--- src/rtl/down_counter_timer.sv ---
// Loadable down-counter timer with one-shot / periodic modes, a one-cycle
// terminal-count pulse and a saturating expiry counter.
module down_counter_timer #(
  parameter int unsigned WIDTH = 8
) (
  input  logic             clk,
  input  logic             rst,
  input  logic             load,
  input  logic [WIDTH-1:0] load_val,
  input  logic             en,
  input  logic             auto_reload,
  output logic [WIDTH-1:0] count,
  output logic             tc,
  output logic             busy,
  output logic [3:0]       tc_cnt
);

  typedef enum logic [0:0] {StIdle, StRun} state_e;

  state_e           state_q, state_d;
  logic [WIDTH-1:0] count_q, count_d;
  logic [WIDTH-1:0] reload_q, reload_d;
  logic             tc_q, tc_d;
  logic [3:0]       tc_cnt_q, tc_cnt_d;

  always_comb begin
    state_d  = state_q;
    count_d  = count_q;
    reload_d = reload_q;
    tc_d     = 1'b0;
    tc_cnt_d = tc_cnt_q;

    if (load) begin
      count_d  = load_val;
      reload_d = load_val;
      tc_cnt_d = 4'd0;
      state_d  = (load_val != '0) ? StRun : StIdle;
    end else if (state_q == StRun && en) begin
      if (count_q > WIDTH'(1)) begin
        count_d = count_q - WIDTH'(1);
      end else begin
        // Expiry; count==0 cannot occur in RUN but is treated the same way.
        tc_d = 1'b1;
        if (tc_cnt_q != 4'd15) begin
          tc_cnt_d = tc_cnt_q + 4'd1;
        end
        if (auto_reload) begin
          count_d = reload_q;
        end else begin
          count_d = '0;
          state_d = StIdle;
        end
      end
    end
  end

  always_ff @(posedge clk) begin
    if (rst) begin
      state_q  <= StIdle;
      count_q  <= '0;
      reload_q <= '0;
      tc_q     <= 1'b0;
      tc_cnt_q <= 4'd0;
    end else begin
      state_q  <= state_d;
      count_q  <= count_d;
      reload_q <= reload_d;
      tc_q     <= tc_d;
      tc_cnt_q <= tc_cnt_d;
    end
  end

  assign count  = count_q;
  assign tc     = tc_q;
  assign busy   = (state_q == StRun);
  assign tc_cnt = tc_cnt_q;

endmodule

--- config.mk ---
export PLATFORM = sky130hd
export DESIGN_NAME = down_counter_timer
export DESIGN_NICKNAME = d
export VERILOG_FILES = /design/src/rtl/down_counter_timer.sv
export SDC_FILE = /design/constraint.sdc
export NUM_CORES = 1
export LEC_CHECK = 0
export CAP_MARGIN = 20
export CELL_PAD_IN_SITES_DETAIL_PLACEMENT = 1
export CELL_PAD_IN_SITES_GLOBAL_PLACEMENT = 1
export CORE_MARGIN = 5
export CORE_UTILIZATION = 39
export DETAILED_ROUTE_END_ITERATION = 12
export PLACE_DENSITY_LB_ADDON = 0.08
export SYNTH_ARGS = -nofsm -noshare
export SYNTH_HDL_FRONTEND = slang
export SYNTH_SLANG_ARGS = --single-unit
--- constraint.sdc ---
create_clock -name clk -period 4.43 [get_ports clk]
set_input_delay 0.443 -clock clk [delete_from_list [all_inputs] [get_ports clk]]
set_output_delay 0.443 -clock clk [all_outputs]
set_load 0.1 [all_outputs]
Word level (Yosys, flattened, before mapping):

Index checks and enable logic that the tools add are counted.

* word-level logic and storage cells: 30
* bits of input ports: 13
* register bits: 22

* muxes and demuxes: 10
* add/sub/neg operators: 2
* reductions and logical operators: 7
* bitwise operators: 2
* magnitude comparators: 1
* equality and inequality tests: 3

Operators with widths (number)
* $mux 8: 4
* $gt 8x1->1 const B: 1
* $reduce_bool 8->1: 1
* $sub 8x1->8 const B: 1
* $mux 1: 6
* $reduce_and 3->1: 2
* $add 4x1->4 const B: 1
* $ne 2x2->1 const B: 2
* $ne 4x4->1 const B: 1
* $reduce_or 3->1: 1
* $not 1->1: 2
* $reduce_bool 2->1: 1
* $reduce_or 2->1: 1
* $logic_and 1x1->1: 1

Longest topological paths before layout:

Gate-level depths: netlist of run 1.

* depth after elaboration: 4
* mapped depth: 7
* depth with buffers taken out: 6

Least setup slack after synthesis of run 1:

No wires, ideal clock.

* path type: reg-to-reg
* from: register count_q[2], in the netlist count[2]
* to: register tc_cnt_q[3], in the netlist tc_cnt[3]
* required time: 4.295 ns
* stages on the path, launching flop included: 7
* arrival time: 2.506 ns
* path slack: 1.789 ns
* period minus slack after synthesis: 2.641 ns
* cells stage by stage: dfxtp_1 -> or4_1 -> buf_2 -> or4_1 -> buf_2 -> o311ai_0 -> o41ai_1

* longest elaborated chain between the ends: 3

RTL lines
* from (decl): line 21 `logic [WIDTH-1:0] count_q, count_d;`
* from (signal assigned): line 66 `count_q <= count_d;`
* $gt 8x1->1: line 39 `if (count_q > WIDTH'(1)) begin`
* $not 1->1 (no line)
* $reduce_and 3->1 (no line)
* to (signal assigned): line 69 `tc_cnt_q <= tc_cnt_d;`
* to (decl): line 24 `logic [3:0] tc_cnt_q, tc_cnt_d;`

No other way between the ends.
A chain may end at the register's enable or synchronous reset.

Worst setup path after layout of run 1:

* from: register count_q[2], in the netlist count[2]
* to: output port count[2]

RTL lines
* to (decl): line 12 `output logic [WIDTH-1:0] count,`

No word-level cell between the ends.

==> flow_summary.toml, run 1 <==
[status]
outcome = "finished, final reports clean"

[yosys]
yosys_register_bits = 22
yosysUniqueCellTypes = 35
synth-main-ff-cell = "dfxtp_1"
netlist_area_sq_mm = 0.00114
synth-edff-count = 0
synth_common_cells = "dfxtp_1 (22), nor2_1 (11), a21oi_1 (8)"
synth_top_cells_by_area = "dfxtp_1 (39%), mux2i_1 (6.2%), a22oi_1 (4.0%)"
async_flop_share = 0
yosys_top_cell_area_share = 0.387
yosys_warnings = 0
post-synth-top-count-cell = "dfxtp_1"
synth_area_per_cell_sq_um = 8.89
synth_cells = 128
synth_nets = 144
synth_sequential_area_ratio = 0.387
post-synth-top-area-cell = "dfxtp_1"

[cells_and_area]
final_cells = 181
post_route_cells_drive_above_1_share = 0.0467
syn2layout_area_growth_pct = 25.7
diodes = 0
nFillCells = 342
finish.net_count = 168

[critical_path]
endpoint_kind = "output pin"
cp_data_arrival_time_ps = 2030
delay_heaviest_family_cp = "buffers and inverters"
required_ps = 3990
cpMaxStageDelayCell = "clkdlybuf4s50_1"
max_stage_delay_ps = 1200
worstSetupStartpointType = "flop"
timing.critical_path.buf_inv = 1
worstPathCellList = "clkdlybuf4s50_1"
path_class = "flop to output pin"
crit_fanout = 7

[die]
std_cell_rows = 19
start_util = 0.409
die_area_sq_mm = 0.00410
core_footprint_sq_mm = 0.00278
die_width_um = 64
floorplan.die.height_um = 64
io-pin-count = 27

[timing]
final-setup-viol-count = 0
finalClockSkew_ps = 7.59
fmaxAchievable_mhz = 405
period_share = 0.558
max_slew_margin = 0.346
finalCriticalPeriod_ps = 2470
hold_violations = 0
setup_repair_after_global_routing_missed_its_margin = "false"
report.final.slew_viol_count = 0
setup_tns_ps = 0
worstMarginPinSlew_ps = 977

[clock_tree]
path_clk_slew_ps = 110
cts-hold-fix-buffers = 0
clock_sink_count = 22
tritoncts = "done"
clk_latency_ps = 310
ctsRootBufferMaster = "clkbuf_4"
cts_htree_levels = 1
cts-resized-gates = 0
cts.path.max_buffers = 2
postCtsSetupBuffers = 0
tritoncts.num_buffers = 3

[detailed_routing]
vias_per_cell = 5.97
ant_nets = 0
drc_errors = 0
route.final.wire_length_um = 3190
detail_route.first_pass.iterations = 4
drtIter0Drc = 43
wl_per_instance_um = 17.6
detailroute.via_count = 1081

[global_routing]
grt_start_max_net_pins = 23
track_usage = 0.163
number_of_antenna_violations_at_the_first_check_in_global_routing = 0
gr-total-overflow = 0
grt_pass1_wl_um = 5350
first_global_vias = 1077

[placed_design]
gpl.final_weighted_congestion = 0.847
detailedPlacementHpwl_um = 2430
io_buffer_count = 26
post-place-cells = 178

[flow_run]
max_cap_violations = 0

[pwr]
power_density_relative_to_cell_area_mw_per_mm2 = 315
vdd.ir_drop.worst_mv = 0.201
p_leak_nw = 0.522

[min_path]
min_path_type = "flop to flop"
[cells by family (layout without fill, tap and decap cells)]
family | after synthesis | count (layout) | share of synthesized area
simple gates | 38 | 38 | 0.171
mux | 9 | 9 | 0.0814
fa+ha+maj | 3 | 3 | 0.0330
flops | 22 | 22 | 0.387
buf+inv | 11 | 33 | 0.0385
compound gates | 42 | 42 | 0.266
xor+xnor | 3 | 3 | 0.0231
[state kept, by name (all words and copies together) (netlist names)]
name      flops
busy          1
count         8
reload_q      8
tc            1
tc_cnt        4
[cell usage in the layout, fill, tap and decap left out]
| cell | instances |
|---|---|
| o211ai_1 | 1 |
| mux2_2 | 2 |
| o21bai_1 | 1 |
| and3_1 | 1 |
| a21boi_0 | 2 |
| or2_2 | 1 |
| mux2i_1 | 7 |
| nand3_1 | 2 |
| or4_1 | 4 |
| a211oi_1 | 2 |
| o21ai_0 | 3 |
| o311ai_0 | 2 |
| nor2_1 | 11 |
| o32ai_1 | 4 |
| nand2b_1 | 2 |
| a31o_2 | 1 |
| a22oi_1 | 6 |
| o41ai_1 | 3 |
| o22ai_1 | 3 |
| a21oi_1 | 8 |
| nor2b_1 | 1 |
| inv_1 | 4 |
| ha_1 | 3 |
| or3_1 | 3 |
| clkdlybuf4s50_1 | 26 |
| nand2_1 | 6 |
| dfxtp_1 | 22 |
| a41o_1 | 2 |
| o2bb2ai_1 | 1 |
| o21a_1 | 3 |
| xnor2_1 | 3 |
| clkbuf_4 | 3 |
| nor3b_1 | 2 |
| nor3_1 | 5 |
[worst reg2reg max path, cell delays in order, from the launching register on]
cell     delay, ps
dfxtp_1        420
or4_1          650
nor3_1         720
mux2_2         410
o22ai_1        140
[final cells by class]
type	count	area (sq um)	share of cell area
multi-input combinational	95	653	0.457
sequential	22	440	0.308
timing repair buffer	26	260	0.182
tap	31	38.8	0.0271
clock buffer	3	22.5	0.0157
inverter	4	15.0	0.0105
[layer usage]
| layer | part of all wire | track usage | wire (um) |
|---|---|---|---|
| met2 | 0.47 | 0.264 | 1500 |
| met5 | 0 | 0 | 0 |
| met4 | 0.012 | 0.0701 | 39 |
| met3 | 0.037 | 0.0280 | 119 |
| met1 | 0.48 | 0.212 | 1530 |
[where the power goes]
group	internal (mW)	switching [mW]	leakage, nW
combinational	0.0500	0.0890	0.327
sequential	0.208	0.0130	0.181
clock	0.0318	0.0589	0.0138
total	0.290	0.161	0.522
[metrics by stage]
| step | hold WS [ps] | setup slack, ps | power, mW | area (sq um) | utilization |
|---|---|---|---|---|---|
| 6_report | 496 | 1960 | 0.451 | 1430 | 0.514 |
| 5_1_grt | 529 | 1860 | 0.477 | 1430 | 0.514 |
| 4_1_cts | 498 | 1950 | 0.456 | 1430 | 0.514 |
| 3_5_place_dp | 478 | 1880 | 0.364 | 1410 | 0.506 |
| 3_3_place_gp | 478 | 1990 | 0.363 | 1410 | 0.506 |
| 2_1_floorplan | 451 | 1790 | 0.324 | 1140 | - |
[worst paths after layout]
| kind | slack [ps] | end | start | depth (start not counted) |
|---|---|---|---|---|
| max | 1960 | count[2] | count[2]$_SDFFE_PP0P_ | 1 |
| min | 500 | reload_q[4]$_SDFFE_PP0P_ | reload_q[4]$_SDFFE_PP0P_ | 2 |
| max reg2reg | 2020 | count[1]$_SDFFE_PP0P_ | count[2]$_SDFFE_PP0P_ | 4 |
| min reg2reg | 500 | reload_q[4]$_SDFFE_PP0P_ | reload_q[4]$_SDFFE_PP0P_ | 2 |
No activity file was read; power rests on OpenSTA's default activity.
==> inputs of run 2 (changes only) <==
--- a/config.mk
+++ b/config.mk
@@ -9,7 +9,7 @@
 export CELL_PAD_IN_SITES_DETAIL_PLACEMENT = 1
 export CELL_PAD_IN_SITES_GLOBAL_PLACEMENT = 1
 export CORE_MARGIN = 5
-export CORE_UTILIZATION = 39
+export CORE_UTILIZATION = 36
 export DETAILED_ROUTE_END_ITERATION = 12
 export PLACE_DENSITY_LB_ADDON = 0.08
 export SYNTH_ARGS = -nofsm -noshare
==> constraint.sdc (replaced) <==
create_clock -name clk -period 2.57 [get_ports clk]
set_input_delay 0.257 -clock clk [delete_from_list [all_inputs] [get_ports clk]]
set_output_delay 0.257 -clock clk [all_outputs]
set_load 0.1 [all_outputs]
==> run 2 against run 1 <==
  * Power up 83%
  * Die area up 7.0%
  * Global-route usage up 0.10 points
  * Clock power up 120%
  * Final cell count up 9.9%
  * Register-to-register slack worse by 1900 ps
  * Critical path depth up 3
  * Sequential power up 72%
  * Clock skew down 3.8 ps
  * Worst setup slack worse by 1800 ps
  * Final area up 2.0%
  * Critical path type is now flop to flop
  * Critical endpoint is now tc_cnt[3]$_SDFFE_PP0P_
==> flow_summary.toml, run 2 (same netlist as run 1, synthesis figures left out) <==
[status]
outcome = "finished, final reports clean"

[placed_design]
post-place-cells = 195
detailedPlacementHpwl_um = 2460
io_buffer_count = 26
dpl_worst_slack_ps = 172
gpl.final_weighted_congestion = 0.793

[clock_tree]
tritoncts.num_buffers = 3
postCtsSetupBuffers = 0
clk_latency_ps = 310
cts-resized-gates = 0
tritoncts = "done"
cts.path.max_buffers = 2
cts-hold-fix-buffers = 0
clock_sink_count = 22
ctsRootBufferMaster = "clkbuf_4"
path_clk_slew_ps = 130
cts_htree_levels = 1

[global_routing]
grt_util_met3 = 0.0238
groute.layer.met2.usage = 0.284
grt_start_max_net_pins = 20
number_of_antenna_violations_at_the_first_check_in_global_routing = 0
grt_pass1_wl_um = 5610
grtUsageMet1 = 0.213
track_usage = 0.164
first_global_vias = 1124
gr-total-overflow = 0
busiest_layer = "met2"

[critical_path]
worstSetupStartpointType = "flop"
required_ps = 2770
crit_fanout = 9
cpMaxStageDelayCell = "or4_1"
max_stage_delay_ps = 710
critical_path.most_common_cell = "or4_1"
path_class = "flop to flop"
cp_data_arrival_time_ps = 2640
endpoint_kind = "flop"
worstPathCellList = "or4_1 -> or4_1 -> o311ai_0 -> o41ai_1"

[detailed_routing]
route.final.wire_length_um = 3310
drc_errors = 0
wl_per_instance_um = 16.6
ant_nets = 0
detailroute.via_count = 1109
vias_per_cell = 5.57
detail_route.first_pass.iterations = 4
drtIter0Drc = 105

[cells_and_area]
finish.net_count = 172
diodes = 0
post_route_cells_drive_above_1_share = 0.187
syn2layout_area_growth_pct = 28.3
final_cells = 199
layout_commonest_cell = "dfxtp_1"
commonest_cells_after_routing_fill_and_taps_aside = "dfxtp_1 (19), buf_4 (18), clkdlybuf4s50_1 (12)"

[timing]
fin_worst_setup_slack_ps = 132
fmaxAchievable_mhz = 410
finalCriticalPeriod_ps = 2440
finalClockSkew_ps = 3.83
report.final.slew_viol_count = 0
period_share = 0.949
hold_violations = 0
setup_tns_ps = 0
final-setup-viol-count = 0
max_slew_margin = 0.559
worstMarginPinSlew_ps = 661
setup_repair_after_global_routing_missed_its_margin = "false"

[pwr]
p_leak_nw = 0.575
power_density_relative_to_cell_area_mw_per_mm2 = 567
internal_power_mw = 0.535
vdd.ir_drop.worst_mv = 0.308
swShare = 0.354
total_switching_power_mw = 0.292
clock_power_share = 0.244
seqPwrFrac = 0.460
total_power_mw = 0.827
power.combinational.fraction = 0.297

[die]
core_footprint_sq_mm = 0.00305
std_cell_rows = 20
floorplan.die.height_um = 66.2
io-pin-count = 27
die_area_sq_mm = 0.00438
die_width_um = 66.2
start_util = 0.373

[flow_run]
max_cap_violations = 0

[min_path]
min_path_type = "flop to flop"
[run 2: power groups by stage]
| stage | Clock [mW] | Sequential, mW | Combinational (mW) |
|---|---|---|---|
| after floorplan | 0 | 0.456 | 0.104 |
| after global placement | 0 | 0.386 | 0.244 |
| after detailed placement | 0 | 0.388 | 0.246 |
| after CTS | 0.201 | 0.380 | 0.247 |
| after global routing | 0.220 | 0.384 | 0.263 |
| final | 0.201 | 0.380 | 0.246 |
[run 2: critical path: cells and delay by family, from the launching register on]
family          cells  cell delay, ps
simple gates        2            1350
compound gates      2             590
flops               1             380
[run 2: worst paths after layout]
check	cells after the start	end	slack (ps)	startpoint
max reg2reg	4	tc_cnt[3]$_SDFFE_PP0P_	130	count[2]$_SDFFE_PP0P_
max	4	tc_cnt[3]$_SDFFE_PP0P_	130	count[2]$_SDFFE_PP0P_
min reg2reg	2	reload_q[4]$_SDFFE_PP0P_	490	reload_q[4]$_SDFFE_PP0P_
min	2	reload_q[4]$_SDFFE_PP0P_	490	reload_q[4]$_SDFFE_PP0P_
[run 2: through the flow]
step | cell area [sq um] | utilization | hold slack [ps]
6_report | 1460 | 0.478 | 490
3_5_place_dp | 1420 | 0.466 | 475
4_1_cts | 1460 | 0.478 | 492
5_1_grt | 1460 | 0.478 | 518
3_3_place_gp | 1420 | 0.466 | 465
2_1_floorplan | 1140 | - | 404
[run 2: per-layer routing]
layer  vias to the layer above  wire [um]
met4                         0         31
li1                        541          -
met1                       541       1630
met3                         5        103
met2                        22       1550
met5                         -          0
[run 2: cell type report]
class	count	area [sq um]
Timing Repair Buffer	30	255
Multi-Input combinational cell	95	653
Sequential cell	22	444
Fill cell	377	1590
Inverter	4	15.0
Clock buffer	4	36.3
Tap cell	44	55.1
